### config.mk
export PLATFORM = sky130hd
export DESIGN_NAME = chan_sel_bin_extract_flat
export DESIGN_NICKNAME = d
export VERILOG_FILES = /design/src/rtl/chan_sel_bin_extract_if.sv /design/src/rtl/chan_sel_bin_extract.sv /design/src/flat_wrapper.sv
export SDC_FILE = /design/constraint.sdc
export NUM_CORES = 1
export LEC_CHECK = 0
export CORE_AREA = 3 3 157 159
export CTS_CLUSTER_SIZE = 20
export DETAILED_ROUTE_END_ITERATION = 8
export DIE_AREA = 0 0 160 162
export PLACE_DENSITY_LB_ADDON = 0.08
export SLEW_MARGIN = 5
export SYNTH_ARGS = -nofsm -noshare
export SYNTH_HDL_FRONTEND = slang
export SYNTH_SLANG_ARGS = --single-unit
### constraint.sdc
create_clock -name user_clk -period 4.5 [get_ports user_clk]
set_input_delay 0.9 -clock user_clk [delete_from_list [all_inputs] [get_ports user_clk]]
set_output_delay 0.9 -clock user_clk [all_outputs]
set_load 0.02 [all_outputs]
### src/rtl/chan_sel_bin_extract_if.sv
// Channelized I/Q stream in, single selected channel out.
interface chan_sel_bin_extract_if #(
   parameter int unsigned DATA_W  = 16,
   parameter int unsigned N_LANES = 4,
   parameter int unsigned CH_W    = 10
);
   logic                        in_sync;
   logic [N_LANES*DATA_W-1:0]   in_i;
   logic [N_LANES*DATA_W-1:0]   in_q;
   logic [DATA_W-1:0]           out_i;
   logic [DATA_W-1:0]           out_q;
   logic                        out_valid;
   logic [CH_W-1:0]             out_ch;
   logic                        out_sync;
   logic                        sync_err;

   modport master (
      output in_sync, in_i, in_q,
      input  out_i, out_q, out_valid, out_ch, out_sync, sync_err
   );

   modport slave (
      input  in_sync, in_i, in_q,
      output out_i, out_q, out_valid, out_ch, out_sync, sync_err
   );
endinterface

### src/rtl/chan_sel_bin_extract.sv
// Extracts one channel per frame from a channelized I/Q stream. The channel
// comes from the ch_bin register word and is latched only at frame sync.
module chan_sel_bin_extract #(
   parameter int unsigned DATA_W  = 16,
   parameter int unsigned N_LANES = 4,
   parameter int unsigned N_CYC   = 256,
   parameter int unsigned CH_W    = 10
) (
   input  logic                  user_clk,
   input  logic                  user_rst_n,
   input  logic [31:0]           ch_bin,
   chan_sel_bin_extract_if.slave bus
);
   localparam int unsigned LANE_W = $clog2(N_LANES);
   localparam int unsigned CYC_W  = $clog2(N_CYC);
   localparam int unsigned BUS_W  = N_LANES * DATA_W;
   localparam logic [CYC_W-1:0] CYC_LAST = CYC_W'(N_CYC - 1);

   logic [CYC_W-1:0]  cyc_cnt;
   logic              armed;
   logic [CH_W-1:0]   sel_ch;
   logic              sel_en;

   logic [BUS_W-1:0]  s1_i;
   logic [BUS_W-1:0]  s1_q;
   logic              s1_hit;
   logic [LANE_W-1:0] s1_lane;
   logic [CH_W-1:0]   s1_ch;
   logic              sync_d1;

   logic [CYC_W-1:0]  sel_cyc_c;
   logic [LANE_W-1:0] sel_lane_c;
   logic              hit_c;
   logic [DATA_W-1:0] lane_i_c;
   logic [DATA_W-1:0] lane_q_c;
   logic              unused_ch_bits;

   assign unused_ch_bits = ^ch_bin[30:CH_W];

   // Channel decode: upper bits pick the frame cycle, lower bits the lane
   assign sel_cyc_c  = sel_ch[CH_W-1:LANE_W];
   assign sel_lane_c = sel_ch[LANE_W-1:0];
   assign hit_c      = armed & sel_en & (cyc_cnt == sel_cyc_c);

   // Frame counter, sync alignment check and register capture at sync
   always_ff @(posedge user_clk or negedge user_rst_n) begin
      if (!user_rst_n) begin
         cyc_cnt      <= CYC_LAST;
         armed        <= 1'b0;
         sel_ch       <= '0;
         sel_en       <= 1'b0;
         bus.sync_err <= 1'b0;
      end else begin
         if (bus.in_sync) begin
            cyc_cnt <= '0;
            armed   <= 1'b1;
            sel_ch  <= ch_bin[CH_W-1:0];
            sel_en  <= ch_bin[31];
            if (armed && (cyc_cnt != CYC_LAST))
               bus.sync_err <= 1'b1;
         end else begin
            cyc_cnt <= cyc_cnt + CYC_W'(1);
         end
      end
   end

   // Stage 1: capture all lanes plus the hit decision made with the current selection
   always_ff @(posedge user_clk or negedge user_rst_n) begin
      if (!user_rst_n) begin
         s1_i    <= '0;
         s1_q    <= '0;
         s1_hit  <= 1'b0;
         s1_lane <= '0;
         s1_ch   <= '0;
      end else begin
         s1_i    <= bus.in_i;
         s1_q    <= bus.in_q;
         s1_hit  <= hit_c;
         s1_lane <= sel_lane_c;
         s1_ch   <= sel_ch;
      end
   end

   // Lane mux for stage 2
   always_comb begin
      lane_i_c = s1_i[DATA_W-1:0];
      lane_q_c = s1_q[DATA_W-1:0];
      for (int l = 0; l < int'(N_LANES); l++) begin
         if (s1_lane == LANE_W'(l)) begin
            lane_i_c = s1_i[l*DATA_W +: DATA_W];
            lane_q_c = s1_q[l*DATA_W +: DATA_W];
         end
      end
   end

   // Stage 2: outputs update only on a hit and hold otherwise
   always_ff @(posedge user_clk or negedge user_rst_n) begin
      if (!user_rst_n) begin
         bus.out_i     <= '0;
         bus.out_q     <= '0;
         bus.out_ch    <= '0;
         bus.out_valid <= 1'b0;
      end else begin
         bus.out_valid <= s1_hit;
         if (s1_hit) begin
            bus.out_i  <= lane_i_c;
            bus.out_q  <= lane_q_c;
            bus.out_ch <= s1_ch;
         end
      end
   end

   // Sync delayed to line up with the two pipeline stages
   always_ff @(posedge user_clk or negedge user_rst_n) begin
      if (!user_rst_n) begin
         sync_d1      <= 1'b0;
         bus.out_sync <= 1'b0;
      end else begin
         sync_d1      <= bus.in_sync;
         bus.out_sync <= sync_d1;
      end
   end
endmodule

### src/flat_wrapper.sv
// flat-port wrapper written by rule: the top's interface ports become plain ports
module chan_sel_bin_extract_flat 
#(
   parameter int unsigned DATA_W  = 16,
   parameter int unsigned N_LANES = 4,
   parameter int unsigned N_CYC   = 256,
   parameter int unsigned CH_W    = 10
)
  (user_clk, user_rst_n, ch_bin, bus_in_sync, bus_in_i, bus_in_q, bus_out_i, bus_out_q, bus_out_valid, bus_out_ch, bus_out_sync, bus_sync_err);
  chan_sel_bin_extract_if #(.DATA_W(DATA_W), .N_LANES(N_LANES), .CH_W(CH_W)) bus_i ();
  input  logic user_clk;
  input  logic user_rst_n;
  input  logic [31:0] ch_bin;
  input wire logic [$bits(bus_i.in_sync)-1:0] bus_in_sync;
  input wire logic [$bits(bus_i.in_i)-1:0] bus_in_i;
  input wire logic [$bits(bus_i.in_q)-1:0] bus_in_q;
  output wire logic [$bits(bus_i.out_i)-1:0] bus_out_i;
  output wire logic [$bits(bus_i.out_q)-1:0] bus_out_q;
  output wire logic [$bits(bus_i.out_valid)-1:0] bus_out_valid;
  output wire logic [$bits(bus_i.out_ch)-1:0] bus_out_ch;
  output wire logic [$bits(bus_i.out_sync)-1:0] bus_out_sync;
  output wire logic [$bits(bus_i.sync_err)-1:0] bus_sync_err;
  assign bus_i.in_sync = bus_in_sync;
  assign bus_i.in_i = bus_in_i;
  assign bus_i.in_q = bus_in_q;
  assign bus_out_i = bus_i.out_i;
  assign bus_out_q = bus_i.out_q;
  assign bus_out_valid = bus_i.out_valid;
  assign bus_out_ch = bus_i.out_ch;
  assign bus_out_sync = bus_i.out_sync;
  assign bus_sync_err = bus_i.sync_err;
  chan_sel_bin_extract #(.DATA_W(DATA_W), .N_LANES(N_LANES), .N_CYC(N_CYC), .CH_W(CH_W)) u_core (.user_clk(user_clk), .user_rst_n(user_rst_n), .ch_bin(ch_bin), .bus(bus_i));
endmodule
=== Word-level counts from Yosys, hierarchy flattened ===
Cells that the tools add are included.

* Register bits after elaboration: 207
* Latch bits: 0
* Memory bits (writable): 0
* Bits in read-only memories: 0
* Memories kept: 0

* Add/subtract/negate cells: 1
* Multiply operators: 0
* Div/mod/pow operators: 0
* $lt $le $gt $ge: 0
* Equal/unequal tests: 5
* Shifts and indexed selects: 0
* Mux-type cells: 7
* Bitwise operators: 2
* Reduce and logical (&&, ||, !) cells: 2

{| class="wikitable"
|+ Operators with widths
! cell !! number
|-
| $mux W16 || 6
|-
| $add A8 B1 Y8 const B || 1
|-
| $eq A8 B8 Y1 || 1
|-
| $mux W8 || 1
|-
| $ne A8 B8 Y1 const B || 1
|-
| $eq A2 B2 Y1 const B || 2
|-
| $and A1 B1 Y1 || 2
|-
| $eq A2 B1 Y1 const B || 1
|-
| $reduce_and A2 Y1 || 1
|-
| $logic_and A1 B1 Y1 || 1
|}

=== Logic depth before layout (Yosys ltp) ===
Gate-level depths: netlist of run 1.

* Word-level depth: 4
* Gate-level depth with buffers: 4
* Mapped depth without buffers: 4

=== Worst setup path before layout of run 1 ===
No wires, ideal clock.

* Path type: input to register
* Start point: input bus_in_sync
* End point: register u_core.sel_ch[0]
* Setup time: 0.125 ns
* Arrival time: 1.582 ns
* Required time: 4.375 ns
* Slack: 2.793 ns
* Stages on the path: 2
* Path through: clkbuf_1 > mux2_2

{| class="wikitable"
|+ RTL lines
! element !! RTL line !! text
|-
| start: declaration || flat_wrapper.sv:14 || <nowiki>input wire logic [$bits(bus_i.in_sync)-1:0] bus_in_sync;</nowiki>
|-
| end signal: assignment || chan_sel_bin_extract.sv:57 || <nowiki>sel_ch <= ch_bin[CH_W-1:0];</nowiki>
|-
| end: declaration || chan_sel_bin_extract.sv:21 || <nowiki>logic [CH_W-1:0] sel_ch;</nowiki>
|}

No word-level cell between the ends.

=== Final worst setup path of run 1 ===
* Start point: register u_core.bus.out_q[15]
* End point: output bus_out_q[15]

{| class="wikitable"
|+ RTL lines
! element !! RTL line !! text
|-
| start: declaration || chan_sel_bin_extract_if.sv:24 || <nowiki>output out_i, out_q, out_valid, out_ch, out_sync, sync_err</nowiki>
|-
| start signal: assignment || chan_sel_bin_extract.sv:107 || <nowiki>bus.out_q <= lane_q_c;</nowiki>
|-
| end: declaration || flat_wrapper.sv:18 || <nowiki>output wire logic [$bits(bus_i.out_q)-1:0] bus_out_q;</nowiki>
|}

No word-level cell between the ends.

==> impl_metrics.json, run 1 <==
{
  "maxSlewHeadroom_pct": 34.5,
  "track_usage_pct": 12.1,
  "placed_area_sq_um": 9140,
  "synth_seq_cells": 205,
  "critPathKind": "flop to primary output",
  "post_cts_resize_count": 0,
  "dr.pass1.iters": 4,
  "h-tree-depth": 1,
  "cts_tree": "built",
  "start_kind": "flop",
  "die_w_microns": 160,
  "status": "completed",
  "vias": 3680,
  "rows": 56,
  "cts_sinks": 205,
  "design_area_sq_um": 9930,
  "grt_pass1_vias": 4162,
  "worst_pin_slew_ps": 982,
  "die_area_sq_um": 25900,
  "cts_buffers": 24,
  "synth_top_family_by_area": "multiplexers",
  "avgViaCountPerCell": 4.17,
  "drcViolationCount": 0,
  "synth_seq_area_share_pct": 73.9,
  "drive_above_1_share_pct": 24.0,
  "synthDistinctLibCells": 25,
  "min_period_over_period_pct": 54.8,
  "pwr-share-seq_pct": 46.5,
  "slew_viol_final": 0,
  "power.leakage_nw": 4.15,
  "netlist_area_sq_um": 6960,
  "synthesis.nets": 510,
  "grt_max_degree": 93,
  "endpoint_kind": "primary output",
  "ir_worst_vdd_mv": 0.243,
  "grt_antenna_before_repair": 0,
  "synthSimpleGateAreaFrac_pct": 1.47,
  "timing.fmax_mhz": 406,
  "die_y_microns": 162,
  "synth_compound_area_share_pct": 0.558,
  "insertion_delay_ps": 500,
  "postCtsSetupBuffers": 0,
  "port_buffers": 186,
  "ys_warn_count": 0,
  "grt_setup_unrepaired": "no",
  "drv_cap": 0,
  "yosys.area_share.xor_xnor_pct": 1.38,
  "ios": 208,
  "drt_iter0_drc": 136,
  "wl_per_cell_microns": 17.5,
  "dp_hpwl_microns": 10200,
  "hold_viol_final": 0,
  "postRouteAntennaNets": 0,
  "initial_utilization_pct": 29.7,
  "cts_buffer_depth": 3,
  "p_int_mw": 3.46,
  "swShare_pct": 21.7,
  "gp_congestion": 0.677,
  "cts_hold_buffers": 0,
  "powerDensity_nw_per_um2": 446,
  "core_sq_um": 23400,
  "worstPathRequired_ps": 3600,
  "fin_setup_tns_ps": 0,
  "fill_cells": 2154,
  "p_comb_share_pct": 11.5,
  "crit_slowest_cell": "clkdlybuf4s50_1",
  "antenna_cells": 0,
  "synth_cells": 346,
  "nets": 710,
  "wirelength_microns": 15500,
  "clkTransAtPathRegs_ps": 60,
  "finalCriticalPeriod_ps": 2460,
  "slowest_delay_ps": 710,
  "grt.overflow.total": 0,
  "area_growth_pct": 42.7,
  "worst-path-buf-inv": 1,
  "finClkSkew_ps": 9.35,
  "avgSynthCellArea_sq_um": 20.1,
  "p_clk_share_pct": 42.0,
  "clock-root-buffer": "clkbuf_16",
  "path_delay_family": "buffers and inverters",
  "p_sw_mw": 0.962,
  "min_path_type": "flop to flop",
  "synth.area.mux_share_pct": 20.7,
  "crit_chain": "clkdlybuf4s50_1",
  "setup_viol": 0,
  "worst_ep_arrival_time_ps": 1560,
  "cp_max_fo": 2,
  "yosys.area_share.adder_pct": 0.180,
  "grt_pass1_wl_microns": 24400
}
[state kept, by name, summed over array words and instances, names as in the netlist]
register / flops
u_core.bus.out_i: 16
u_core.s1_hit: 1
u_core.s1_lane: 1
u_core.bus.out_valid: 1
u_core.bus.out_sync: 1
u_core.bus.out_q: 16
u_core.bus.out_ch: 10
u_core.armed: 1
u_core.s1_q: 64
u_core.sel_en: 1
u_core.s1_i: 64
u_core.bus.sync_err: 1
u_core.cyc_cnt: 8
u_core.sel_ch: 10
u_core.sync_d1: 1
u_core.s1_ch: 9
[cells by family after synthesis]
group,count (synthesis)
compound gates,7
xor+xnor,11
fa+ha+maj,1
buf+inv,17
flops,205
mux,85
simple gates,20
[power by group through the flow]
stage          sequential (mW)  combinational, mW  clock (mW)
2_1_floorplan             2.11              0.199           0
5_1_grt                   2.08              0.545        2.02
6_report                  2.06              0.509        1.86
3_5_place_dp              2.09              0.519           0
3_3_place_gp              2.09              0.513           0
4_1_cts                   2.06              0.521        1.93
[per-layer routing]
layer	up-vias	track usage (%)	part of all wire, %
li1	1632	-	-
met1	1912	15.7	42
met2	117	20.0	50
met3	19	3.49	5.9
met4	0	3.27	2.3
met5	-	0	0
[placed cells by master, fill, tap and decap left out]
master,synthesis,layout
ha_1,1,1
clkbuf_16,0,25
buf_4,0,3
mux2_4,29,29
a21oi_1,3,3
o21ai_0,3,3
clkinv_2,0,1
clkbuf_8,0,10
dfstp_2,8,8
nand2_1,2,2
mux2_2,24,24
dfrtp_2,0,3
xor2_1,2,2
clkbuf_1,5,8
nand4_1,2,2
clkdlybuf4s50_1,0,185
dfrtp_1,197,194
nor3_1,1,1
nor2b_1,1,1
buf_12,3,1
nand3_1,5,5
or3_1,4,4
xnor2_1,9,9
mux4_2,29,29
nor2_1,4,4
a31o_2,1,1
mux4_1,3,3
inv_1,1,1
or2_2,1,1
[cells in the mapped netlist]
cell      number  area, sq um
nor2_1         4         15.0
mux4_1         3         78.8
a21oi_1        3         15.0
mux2_2        24          270
a31o_2         1         8.76
mux4_2        29          653
dfstp_2        8          210
buf_2          7         35.0
o21ai_0        3         15.0
clkbuf_1       5         18.8
nand3_1        5         25.0
mux2_4        29          435
nand2_1        2         7.51
nor3_1         1         5.00
buf_12         3         60.1
buf_6          1         11.3
nand4_1        2         12.5
ha_1           1         12.5
inv_1          1         3.75
dfrtp_1      197         4930
xnor2_1        9         78.8
or3_1          4         25.0
xor2_1         2         17.5
nor2b_1        1         6.26
or2_2          1         6.26
[path summary, 6_finish.rpt]
| kind | from | end | slack (ps) | cells after the start |
|---|---|---|---|---|
| worst max register to register | u_core.s1_lane[0]$_DFF_PN0_ | u_core.bus.out_q[12]$_DFFE_PN0P_ | 2250 | 3 |
| worst min register to register | u_core.sync_d1$_DFF_PN0_ | u_core.bus.out_sync$_DFF_PN0_ | 360 | 0 |
| worst max-delay path | u_core.bus.out_q[15]$_DFFE_PN0P_ | bus_out_q[15] | 2040 | 1 |
| min in group asynchronous | user_rst_n | u_core.bus.out_q[11]$_DFFE_PN0P_ | 450 | 1 |
| worst min-delay path | u_core.sync_d1$_DFF_PN0_ | u_core.bus.out_sync$_DFF_PN0_ | 360 | 0 |
| max in group asynchronous | user_rst_n | u_core.cyc_cnt[4]$_DFF_PN1_ | 3010 | 2 |
[worst register-to-register path, stage by stage, from the launching register on]
cell and delay [ps]:
dfrtp_2 880, buf_4 430, mux4_2 550, mux2_4 270
[through the flow]
step	hold slack, ps	cells	power (mW)	setup slack, ps	util (%)
CTS	364	882	4.52	2010	42.4
global route	380	882	4.64	1970	42.4
detailed placement	341	839	2.61	1930	39.1
global placement	345	839	2.60	1950	39.1
floorplan	331	346	2.31	2790	-
finish	359	882	4.43	2040	42.4
[final cells by class]
class / count / area, sq um / area share (%)
clock inverters: 1 / 5.00 / 0.0504
repair buffers: 190 / 1910 / 19.2
flip-flops and latches: 205 / 5140 / 51.8
well taps: 319 / 399 / 4.02
clock buffers: 42 / 779 / 7.85
multi-input cells: 124 / 1690 / 17.0
inverters: 1 / 3.75 / 0.0378
Note: power is estimated with default switching activity, not from simulation.
==> inputs of run 2 (changes only) <==
==> constraint.sdc (replaced) <==
create_clock -name user_clk -period 2.5 [get_ports user_clk]
set_input_delay 0.5 -clock user_clk [delete_from_list [all_inputs] [get_ports user_clk]]
set_output_delay 0.5 -clock user_clk [all_outputs]
set_load 0.02 [all_outputs]
==> impl_metrics.json, run 2 (synthesized netlist as in run 1, its figures left out) <==
{
  "grt_pass1_vias": 4287,
  "postRouteAntennaNets": 0,
  "track_usage_pct": 12.3,
  "area_growth_pct": 43.7,
  "drv_cap": 0,
  "worst_ep_arrival_time_ps": 1540,
  "final_util_pct": 42.7,
  "worst-path-buf-inv": 1,
  "p_comb_share_pct": 12.4,
  "die_area_sq_um": 25900,
  "avgViaCountPerCell": 4.15,
  "vias": 3699,
  "rows": 56,
  "largest_registers": "u_core.s1_i x64, u_core.s1_q x64",
  "crit_chain": "clkdlybuf4s50_1",
  "power.leakage_nw": 4.19,
  "grt_setup_unrepaired": "no",
  "pwr-share-seq_pct": 46.2,
  "die_w_microns": 160,
  "cts_tree": "built",
  "postCtsSetupBuffers": 0,
  "cts_sinks": 205,
  "die_y_microns": 162,
  "hold_slack_ps": 13.6,
  "fin_setup_tns_ps": 0,
  "dr.pass1.iters": 4,
  "drt_iter0_drc": 81,
  "clock-root-buffer": "clkbuf_16",
  "setup_viol": 0,
  "p_clk_share_pct": 41.4,
  "min_path_type": "input port to asynchronous set/reset pin",
  "finClkSkew_ps": 7.01,
  "worst_pin_slew_ps": 712,
  "nets": 721,
  "cts_buffer_depth": 3,
  "finalCriticalPeriod_ps": 2040,
  "dp_hpwl_microns": 10600,
  "port_buffers": 186,
  "wl_per_cell_microns": 17.5,
  "hold_viol_final": 0,
  "drive_above_1_share_pct": 24.8,
  "maxSlewHeadroom_pct": 52.5,
  "powerDensity_nw_per_um2": 791,
  "status": "completed",
  "antenna_cells": 0,
  "min_period_over_period_pct": 81.7,
  "slowest_delay_ps": 700,
  "timing.fmax_mhz": 489,
  "post_cts_resize_count": 0,
  "grt.overflow.total": 0,
  "crit_slowest_cell": "clkdlybuf4s50_1",
  "critPathKind": "flop to primary output",
  "ios": 208,
  "fill_cells": 2148,
  "start_kind": "flop",
  "grt_max_degree": 83,
  "gp_congestion": 0.698,
  "wirelength_microns": 15600,
  "power_mw": 7.91,
  "layout.cells.most_common_list": "dfrtp_1, clkdlybuf4s50_1, mux4_2, mux2_4, clkbuf_16",
  "initial_utilization_pct": 29.7,
  "swShare_pct": 21.9,
  "layout_commonest_cell": "dfrtp_1",
  "drcViolationCount": 0,
  "p_int_mw": 6.17,
  "cts_hold_buffers": 0,
  "grt_pass1_wl_microns": 24700,
  "core_sq_um": 23400,
  "clkTransAtPathRegs_ps": 60,
  "path_delay_family": "buffers and inverters",
  "h-tree-depth": 1,
  "endpoint_kind": "primary output",
  "slew_viol_final": 0,
  "cp_max_fo": 2,
  "grt_antenna_before_repair": 0,
  "ir_worst_vdd_mv": 0.301,
  "p_sw_mw": 1.73,
  "worstPathRequired_ps": 2000,
  "cts_buffers": 24,
  "insertion_delay_ps": 500
}
-- run 2: power by group through the flow --
| stage | sequential, mW | clock (mW) | combinational (mW) |
|---|---|---|---|
| 2_1_floorplan | 3.80 | 0 | 0.359 |
| 3_3_place_gp | 3.70 | 0 | 0.996 |
| 3_5_place_dp | 3.71 | 0 | 1.01 |
| 4_1_cts | 3.66 | 3.42 | 1.01 |
| 5_1_grt | 3.68 | 3.56 | 1.06 |
| 6_report | 3.65 | 3.27 | 0.983 |
-- run 2: layout make-up --
class	count	area [sq um]	share of cell area (%)
flip-flops and latches	205	5140	51.5
repair buffers	201	2020	20.2
multi-input cells	124	1690	16.9
clock buffers	38	704	7.05
well taps	319	399	3.99
clock inverters	3	40.0	0.401
inverters	1	3.75	0.0376
-- run 2: stage by stage --
| stage | setup slack, ps | area, sq um | std cells |
|---|---|---|---|
| final | 457 | 9990 | 891 |
| after detailed placement | 748 | 9250 | 850 |
| after global placement | 769 | 9250 | 850 |
| after floorplan | 1000 | 6960 | 346 |
| after global routing | 393 | 9990 | 891 |
| after CTS | 417 | 9990 | 891 |
-- run 2: path summary, 6_finish.rpt --
path,startpoint,cells after the start,slack [ps],end
min,user_rst_n,1,10,u_core.s1_q[11]$_DFF_PN0_
max in group asynchronous,user_rst_n,2,1700,u_core.s1_i[12]$_DFF_PN0_
max,u_core.bus.out_q[15]$_DFFE_PN0P_,1,460,bus_out_q[15]
min reg2reg,u_core.sync_d1$_DFF_PN0_,0,350,u_core.bus.out_sync$_DFF_PN0_
min in group user_clk,u_core.sync_d1$_DFF_PN0_,0,350,u_core.bus.out_sync$_DFF_PN0_
max reg2reg,u_core.s1_lane[0]$_DFF_PN0_,3,780,u_core.bus.out_q[15]$_DFFE_PN0P_
-- run 2: layer usage --
layer  part of all wire, %  GRT usage [%]
met5                     0              0
met2                    49           20.1
met4                   2.1           3.55
met3                   6.7           3.52
met1                    42           16.1
==> inputs of run 3 (changes only) <==
==> constraint.sdc (replaced) <==
create_clock -name user_clk -period 2.1 [get_ports user_clk]
set_input_delay 0.42 -clock user_clk [delete_from_list [all_inputs] [get_ports user_clk]]
set_output_delay 0.42 -clock user_clk [all_outputs]
set_load 0.02 [all_outputs]
==> impl_metrics.json, run 3 (synthesized netlist as in run 1, its figures left out) <==
{
  "min_path_type": "flop to flop",
  "post_cts_resize_count": 0,
  "largest_registers": "u_core.s1_i x64, u_core.s1_q x64",
  "slew_viol_final": 0,
  "power.leakage_nw": 4.21,
  "worst-path-buf-inv": 1,
  "area_growth_pct": 44.0,
  "core_sq_um": 23400,
  "grt.overflow.total": 0,
  "nets": 720,
  "rows": 56,
  "drive_above_1_share_pct": 25.3,
  "setup_viol": 0,
  "gp_congestion": 0.702,
  "initial_utilization_pct": 29.7,
  "pre_cts_slack_ps": 446,
  "postRouteAntennaNets": 0,
  "layout_commonest_cell": "dfrtp_1",
  "grt.met3_usage_pct": 3.70,
  "endpoint_kind": "primary output",
  "fin_setup_tns_ps": 0,
  "ir_worst_vdd_mv": 0.427,
  "grt_util_met1_pct": 15.4,
  "die_area_sq_um": 25900,
  "rr_startpoint": "u_core.s1_lane[0]$_DFF_PN0_",
  "insertion_delay_ps": 490,
  "dp_hpwl_microns": 10600,
  "drv_cap": 0,
  "clkTransAtPathRegs_ps": 60,
  "cts_hold_buffers": 1,
  "grt_pass1_wl_microns": 24400,
  "path_delay_family": "buffers and inverters",
  "cts_sinks": 205,
  "layout_setup_ws_ps": 144,
  "grt_setup_unrepaired": "no",
  "ios": 208,
  "grt_max_degree": 56,
  "grtUsageMet2_pct": 20.1,
  "r2r-end": "u_core.bus.out_i[15]$_DFFE_PN0P_",
  "timing.fmax_mhz": 511,
  "track_usage_pct": 12.1,
  "start_kind": "flop",
  "critPathKind": "flop to primary output",
  "worst_pin_slew_ps": 484,
  "top_usage_layer": "met2",
  "drcViolationCount": 0,
  "grt_pass1_vias": 4273,
  "cts_buffers": 23,
  "worstRegToRegCells": 3,
  "cts_buffer_depth": 3,
  "hold_viol_final": 0,
  "crit_slowest_cell": "clkdlybuf4s50_1",
  "postCtsSetupBuffers": 0,
  "status": "completed",
  "slowest_delay_ps": 700,
  "worstHoldStart": "u_core.sync_d1$_DFF_PN0_",
  "finalCriticalPeriod_ps": 1960,
  "wirelength_microns": 15500,
  "wl_per_cell_microns": 17.4,
  "hold_depth": 0,
  "die_w_microns": 160,
  "crit_chain": "clkdlybuf4s50_1",
  "clock-root-buffer": "clkbuf_16",
  "worst_ep_arrival_time_ps": 1540,
  "cts_tree": "built",
  "finClkSkew_ps": 10.3,
  "h-tree-depth": 1,
  "min_period_over_period_pct": 93.2,
  "port_buffers": 186,
  "avgViaCountPerCell": 4.18,
  "layout.cells.most_common_list": "dfrtp_1, clkdlybuf4s50_1, mux4_2, mux2_4, mux2_2",
  "worstPathRequired_ps": 1680,
  "antenna_cells": 0,
  "drt_iter0_drc": 125,
  "reg2reg_setup_slack_ps": 460,
  "maxSlewHeadroom_pct": 67.8,
  "powerDensity_nw_per_um2": 944,
  "vias": 3724,
  "grt_antenna_before_repair": 0,
  "hold_end": "u_core.bus.out_sync$_DFF_PN0_",
  "cp_max_fo": 2,
  "dr.pass1.iters": 3,
  "die_y_microns": 162
}
==> run 3: metal layers <==
metal  vias to the layer above  routed length [microns]
met1                      1933                     6440
met3                        27                      988
met4                         0                      338
met5                         -                        0
met2                       118                     7750
li1                       1646                        -
==> run 3: worst max-delay path by stage <==
stage	from	end	slack, ps	depth (start not counted)
after global routing	u_core.bus.out_q[15]$_DFFE_PN0P_	bus_out_q[15]	80	1
after detailed placement	u_core.s1_lane[0]$_DFF_PN0_	u_core.bus.out_i[15]$_DFFE_PN0P_	450	3
after CTS	u_core.bus.out_q[15]$_DFFE_PN0P_	bus_out_q[15]	110	1
after global placement	u_core.s1_lane[0]$_DFF_PN0_	u_core.bus.out_i[15]$_DFFE_PN0P_	460	3
after floorplan	u_core.cyc_cnt[3]$_DFF_PN1_	u_core.bus.sync_err$_DFFE_PN0P_	600	4
final	u_core.bus.out_q[15]$_DFFE_PN0P_	bus_out_q[15]	140	1
==> run 3: area by class of cell <==
cell class / instances / area [sq um]
multi-input cells: 124 / 1690
fillers: 2138 / 13400
inverters: 1 / 3.75
clock inverters: 4 / 45.0
flip-flops and latches: 205 / 5140
repair buffers: 201 / 2030
well taps: 319 / 399
clock buffers: 37 / 708
==> run 3: stage by stage <==
stage	hold slack, ps	instance area, sq um	power (mW)	util [%]	std cells
after floorplan	124	6960	4.95	-	346
after global placement	342	9260	5.60	39.5	849
after detailed placement	336	9260	5.62	39.5	849
after CTS	327	10000	9.66	42.8	891
after global routing	329	10000	9.90	42.8	891
final	358	10000	9.45	42.8	891
==> run 3: where the power goes <==
group          total [mW]  switching (mW)  internal, mW
clock                3.93            1.51          2.41
combinational        1.18           0.450         0.727
sequential           4.35           0.119          4.23
total                9.45            2.08          7.37
